$ cat src/rtl/cdc_4phase_src.sv
// Source end of a four-phase req/ack word crossing.
// Holds the word stable while req is up; ack comes back through a sync chain.
module cdc_4phase_src #(
  parameter int WIDTH  = 32,
  parameter int STAGES = 2
) (
  input  logic             clk_i,
  input  logic             rst_i,
  input  logic             valid_i,
  output logic             ready_o,
  input  logic [WIDTH-1:0] data_i,
  output logic             busy_o,
  output logic             async_req_o,
  output logic [WIDTH-1:0] async_data_o,
  input  logic             async_ack_i
);

  typedef enum logic [1:0] {
    IDLE        = 2'd0,
    WAIT_ACK_HI = 2'd1,
    WAIT_ACK_LO = 2'd2
  } state_t;

  generate
    if (STAGES < 2) begin : g_bad_stages
      $error("cdc_4phase_src: STAGES must be >= 2");
    end
  endgenerate

  state_t             r_state;
  state_t             w_state_nxt;
  logic [STAGES-1:0]  r_ack_sync;
  logic               w_ack_s;
  logic               r_req;
  logic               w_req_nxt;
  logic [WIDTH-1:0]   r_data;
  logic [WIDTH-1:0]   w_data_nxt;
  logic               w_ready;

  assign w_ack_s = r_ack_sync[STAGES-1];

  // Ack synchronizer: raw async input lands directly on the first flop.
  always_ff @(posedge clk_i) begin
    if (rst_i) begin
      r_ack_sync <= '0;
    end else begin
      r_ack_sync <= {r_ack_sync[STAGES-2:0], async_ack_i};
    end
  end

  // State, request and data registers; reset wins over any transition.
  always_ff @(posedge clk_i) begin
    if (rst_i) begin
      r_state <= IDLE;
      r_req   <= 1'b0;
      r_data  <= '0;
    end else begin
      r_state <= w_state_nxt;
      r_req   <= w_req_nxt;
      r_data  <= w_data_nxt;
    end
  end

  // Next-state: accept in IDLE, drop req on ack high, finish on ack low.
  always_comb begin
    w_state_nxt = r_state;
    w_req_nxt   = r_req;
    w_data_nxt  = r_data;
    unique case (r_state)
      IDLE: begin
        if (valid_i) begin
          w_data_nxt  = data_i;
          w_req_nxt   = 1'b1;
          w_state_nxt = WAIT_ACK_HI;
        end
      end
      WAIT_ACK_HI: begin
        if (w_ack_s) begin
          w_req_nxt   = 1'b0;
          w_state_nxt = WAIT_ACK_LO;
        end
      end
      WAIT_ACK_LO: begin
        if (!w_ack_s) begin
          w_state_nxt = IDLE;
        end
      end
      default: begin
        w_req_nxt   = 1'b0;
        w_state_nxt = IDLE;
      end
    endcase
  end

  // Handshake outputs decode the state register only.
  assign w_ready      = (r_state == IDLE);
  assign ready_o      = w_ready;
  assign busy_o       = !w_ready;
  assign async_req_o  = r_req;
  assign async_data_o = r_data;

endmodule

$ cat config.mk
export PLATFORM = sky130hd
export DESIGN_NAME = cdc_4phase_src
export DESIGN_NICKNAME = d
export VERILOG_FILES = /design/src/rtl/cdc_4phase_src.sv
export SDC_FILE = /design/constraint.sdc
export NUM_CORES = 1
export LEC_CHECK = 0
export ABC_CLOCK_PERIOD_IN_PS = 1140
export CORE_ASPECT_RATIO = 1.1
export CORE_MARGIN = 2
export CORE_UTILIZATION = 38
export CTS_BUF_LIST = sky130_fd_sc_hd__clkbuf_4 sky130_fd_sc_hd__clkbuf_8 sky130_fd_sc_hd__clkbuf_16
export CTS_CLUSTER_SIZE = 8
export DETAILED_ROUTE_END_ITERATION = 16
export PLACE_DENSITY_LB_ADDON = 0.1
export REMOVE_ABC_BUFFERS = 1
export SYNTH_ARGS = -nofsm -noshare
export SYNTH_HDL_FRONTEND = slang
export SYNTH_SLANG_ARGS = --single-unit
$ cat constraint.sdc
create_clock -name clk_i -period 1.14 [get_ports clk_i]
set_clock_uncertainty 0.15 [all_clocks]
set_input_delay 0.228 -clock clk_i [delete_from_list [all_inputs] [get_ports clk_i]]
set_output_delay 0.228 -clock clk_i [all_outputs]
set_load 0.1 [all_outputs]
==> results_dict.tcl, run 1 <==
set metrics [dict create \
    holdWs_ns 0.305 \
    ys_seq_area_share_pct 44.8 \
    cts_tree "done" \
    synth_area_per_cell_um2 10.5 \
    viasPerCell 4.57 \
    crit_buf_inv 2 \
    grt_util_all_layers_pct 18.2 \
    cp-end-kind "primary output" \
    grt_start_max_net_pins 40 \
    dieArea_mm2 0.00489 \
    crit_chain "or2_4 > inv_4 > buf_12" \
    r2r_slack_ns -0.32 \
    cts_made_buffers 5 \
    min_path_type "register to register" \
    multi_input_area_um2 872 \
    drv_slew 0 \
    routed_wl_um 4430 \
    drtIter0Drc 39 \
    maxCapViolCount 0 \
    finalCritPeriodShare_pct 130 \
    hold_buffers 0 \
    reg2reg_depth 5 \
    die_y_um 73.2 \
    die_w_um 66.9 \
    ir_worst_vdd_v 0.00108 \
    nets 288 \
    synth_cell_types 15 \
    pre_cts_ws_ns -0.577 \
    wl_per_cell_um 14.4 \
    p_leak_nw 1.31 \
    clockBufferDepth 2 \
    seq_area_um2 787 \
    critical_path_arrival_ns 1.10 \
    setup-violations-final 70 \
    final_area_mm2 0.00321 \
    core_mm2 0.00425 \
    cp-start-kind "register" \
    n_antenna_cell 0 \
    cp_slowest_cell "dfxtp_2" \
    whs_path_depth 1 \
    violations "negative setup slack" \
    synth_cells 157 \
    grt_pass1_wl_um 6730 \
    fin_util_pct 75.4 \
    cts_htree_levels 2 \
    overflow 0 \
    cp.depth 3 \
    outcome "finished, violations left" \
    layout_common_cells "67 x nand2b_1, 38 x buf_12, 35 x clkdlybuf4s50_1" \
    yosysWarnings 0 \
    layout-drive-gt1-share_pct 45.8 \
    finalHoldViolCount 0 \
    antenna_left 0 \
    grt_setup_unrepaired "true" \
    power.density_mw_per_mm2 1270 \
    globalplace.congestion 0.617 \
    io_pins 71 \
    crit_path_max_fanout 2 \
    grt_pass1_vias 1436 \
    n_fill_cell 289 \
    hpwlAfterDp_um 2710 \
    clk_root_buffer_cell "clkbuf_8" \
    io_buffers 70 \
    firstDrtPassIters 4 \
    layout_commonest_cell "nand2b_1" \
    max_slew_margin_pct 85.9 \
    drc 0 \
    finalCriticalPeriod_ns 1.48 \
    worst_slack_ns -0.338 \
    critPathMaxStageDelay_ns 0.33 \
    placed_area_mm2 0.00276 \
    cts_sinks 37 \
    synthToLayoutAreaGrowth_pct 94.2 \
    path_clk_slew_ns 0.07 \
    critical_path_class "register to primary output" \
    worstMarginPinSlew_ns 0.211 \
    cp_top_family "flip-flops" \
    fmax_mhz 676 \
    dr_total_vias 1404 \
    start_util_pct 38.9 \
    netlist_area_mm2 0.00165 \
    placementRows 25 \
    synth_seq_cells 37 \
    insertion_delay_ns 0.27 \
    cp.required_ns 0.76 \
    antenna_found_initial 0 \
]
[worst paths after layout]
kind	from	end
worst min-delay path	r_ack_sync[0]	r_ack_sync[1]
worst min register to register	r_ack_sync[0]	r_ack_sync[1]
worst max register to register	r_state[0]	async_data_o[27]
worst max-delay path	r_state[1]	ready_o
[power breakdown]
part | internal, mW | total [mW] | switching (mW)
Clock | 0.506 | 0.924 | 0.418
Combinational | 0.744 | 1.66 | 0.920
Sequential | 1.40 | 1.50 | 0.0950
[cell usage after synthesis]
library cell / count / area (um^2)
clkbuf_1: 7 / 26.3
inv_1: 1 / 3.75
mux2i_1: 32 / 320
nor3b_1: 1 / 7.51
nor3b_2: 1 / 12.5
xnor2_1: 1 / 8.76
nand2b_1: 67 / 419
buf_6: 1 / 11.3
o21a_1: 1 / 7.51
a211oi_1: 1 / 7.51
nor2b_1: 2 / 12.5
or2_1: 1 / 6.26
buf_12: 3 / 60.1
dfxtp_1: 37 / 741
o32ai_1: 1 / 8.76
[cell type report]
type,instances,area share [%]
Timing Repair Buffer,99,43.2
Inverter,1,0.195
Sequential cell,37,24.5
Multi-Input combinational cell,108,27.2
Clock buffer,8,2.85
Tap cell,54,2.11
[state kept, by name, summed over array words and instances, names as in the netlist]
name / count
async_data_o: 32
r_state: 2
r_ack_sync: 2
async_req_o: 1
[kinds of logic after synthesis]
| family | share of synthesized area (%) |
|---|---|
| XOR/XNOR | 0.530 |
| flip-flops | 44.8 |
| AND/OR/NAND/NOR | 27.7 |
| buffers and inverters | 6.13 |
| AO/OA/AOI/OAI | 1.44 |
| multiplexers | 19.4 |
[metrics by stage]
step / TNS, ns / instances / total power, mW
floorplan: -57.59 / 146 / 2.34
global placement: -16.71 / 275 / 2.95
detailed placement: -18.54 / 275 / 2.98
CTS: -10.66 / 299 / 4.05
global route: -14.76 / 307 / 4.24
finish: -11.44 / 307 / 4.09
[what timing repair did]
item / CTS / global route
endpoints found under the setup margin: 68 / 70
buffers inserted: 13 / 8
gates cloned: 3 / 0
gates resized for setup: 43 / 12
pin swaps: 0 / 2
[layer usage]
metal	vias to the layer above	wire length [um]	track usage, %
met5	-	0	0
met4	0	34	4.76
met3	5	336	5.56
met2	45	2450	33.2
met1	662	1620	20.4
li1	692	-	-
Note: power is estimated with default switching activity, not from simulation.
==> run 2: changes to the inputs <==
Settings changed: ABC_CLOCK_PERIOD_IN_PS 1140 to 1800, CORE_ASPECT_RATIO 1.1 to unset, CORE_UTILIZATION 38 to 40.
Clock period 1.14 ns to 1.8 ns, I/O delays scaled along.
==> run 2 against run 1 <==
Against the previous run: the run now ends clean; via count decreased by 10%; sequential share of layout area up 1.8 points; critical endpoint unchanged; sequential power down 37%; largest power group is now sequential cells.
==> results_dict.tcl, run 2 (synthesis gave the netlist of run 1 again) <==
set metrics [dict create \
    layout-drive-gt1-share_pct 21.2 \
    largest_reg_flops 32 \
    insertion_delay_ns 0.29 \
    p_leak_nw 1.12 \
    critical_path_class "register to primary output" \
    min_path_type "register to register" \
    hpwlAfterDp_um 2670 \
    multi_input_area_um2 817 \
    r2r_slack_ns 0.45 \
    finalCriticalPeriod_ns 1.73 \
    core_mm2 0.00400 \
    r2r-start "r_state[1]" \
    layout_commonest_cell "nand2b_1" \
    wl_met3_um 320 \
    clk_root_buffer_cell "clkbuf_8" \
    drtIter0Drc 41 \
    cp_slowest_cell "dfxtp_2" \
    synthToLayoutAreaGrowth_pct 71.1 \
    crit_start "r_state[1]" \
    total_power_mw 2.45 \
    maxCapViolCount 0 \
    wl_per_cell_um 12.8 \
    grt_pass1_vias 1304 \
    cp.required_ns 1.29 \
    clockBufferDepth 2 \
    io_buffers 70 \
    path_clk_slew_ns 0.07 \
    die_y_um 68.3 \
    drv_slew 0 \
    cp-start-kind "register" \
    worstMarginPinSlew_ns 0.228 \
    seq_area_um2 743 \
    cp.depth 3 \
    placementRows 23 \
    grt_setup_unrepaired "false" \
    drc 0 \
    io_pins 71 \
    start_util_pct 41.3 \
    critPathMaxStageDelay_ns 0.36 \
    firstDrtPassIters 4 \
    reg2reg_depth 3 \
    antenna_left 0 \
    grt_pass1_wl_um 5740 \
    nets 262 \
    fin_tns_setup_ns 0 \
    setup-violations-final 0 \
    n_fill_cell 309 \
    dieArea_mm2 0.00466 \
    dr_total_vias 1264 \
    worst_slack_ns 0.0670 \
    grt_util_all_layers_pct 16.9 \
    fmax_mhz 577 \
    finalCritPeriodShare_pct 96.3 \
    globalplace.congestion 0.632 \
    r2r_end "async_data_o[29]" \
    die_w_um 68.3 \
    hold_buffers 0 \
    grt_start_max_net_pins 38 \
    critical_path.endpoint "ready_o" \
    max_slew_margin_pct 84.8 \
    cp_top_family "flip-flops" \
    antenna_found_initial 0 \
    fin_util_pct 70.7 \
    crit_buf_inv 2 \
    crit_path_max_fanout 6 \
    power.density_mw_per_mm2 867 \
    overflow 0 \
    finalHoldViolCount 0 \
    holdWs_ns 0.295 \
    layout_common_cells "67 x nand2b_1, 38 x buf_12, 35 x dfxtp_1, 35 x clkdlybuf4s50_1, 32 x mux2i_1" \
    viasPerCell 4.58 \
    crit_chain "or2_1 > inv_1 > buf_12" \
    cts_htree_levels 2 \
    n_antenna_cell 0 \
    ir_worst_vdd_v 0.000495 \
    cts_made_buffers 5 \
    outcome "complete, no violations" \
    cp-end-kind "primary output" \
    pre_cts_ws_ns -0.0310 \
    wl_met2_um 1730 \
    routed_wl_um 3520 \
    wl_met1_um 1410 \
    critical_path_arrival_ns 1.22 \
    cts_sinks 37 \
    top_layer_used "met4" \
    cts_tree "done" \
]
==> run 2: changes by cell type in the layout (fill, tap and decap cells not counted), sizes merged <==
cell / change
buf: -26
clkbuf: -1
==> run 2: repair_timing <==
| item | 4_1_cts | 5_1_grt |
|---|---|---|
| setup endpoints to repair | 0 | 1 |
| resized for setup | 0 | 2 |
| setup buffers | 0 | 0 |
==> run 2: area by class of cell <==
class / instances / share of cell area (%)
timing repair buffer: 73 / 39.3
multi-input combinational: 108 / 28.9
sequential: 37 / 26.3
clock buffer: 7 / 3.19
tap: 50 / 2.21
inverter: 1 / 0.133
==> run 2: worst min-delay path by stage <==
stage / to / cells after the start / startpoint
floorplan: r_ack_sync[1] / 1 / r_ack_sync[0]
global placement: r_ack_sync[1] / 1 / r_ack_sync[0]
detailed placement: r_ack_sync[1] / 1 / r_ack_sync[0]
CTS: r_ack_sync[1] / 1 / r_ack_sync[0]
global route: r_ack_sync[1] / 1 / r_ack_sync[0]
finish: r_ack_sync[1] / 1 / r_ack_sync[0]
==> run 2: metal layers <==
layer	vias to the layer above	track usage (%)
met5	-	0
met4	0	6.00
met3	5	8.88
met2	43	27.7
met1	574	18.7
li1	642	-
==> run 2: power breakdown <==
part           switching [mW]  internal, mW  total, mW  leakage [nW]
clock                   0.273         0.319      0.592        0.0477
combinational           0.538         0.378      0.916         0.771
sequential             0.0644         0.878      0.943         0.305
==> run 2: metrics by stage <==
step	cell area [um^2]	std cells
6_report	2830	276
5_1_grt	2830	276
4_1_cts	2830	276
3_5_place_dp	2740	269
3_3_place_gp	2740	269
2_1_floorplan	1560	146
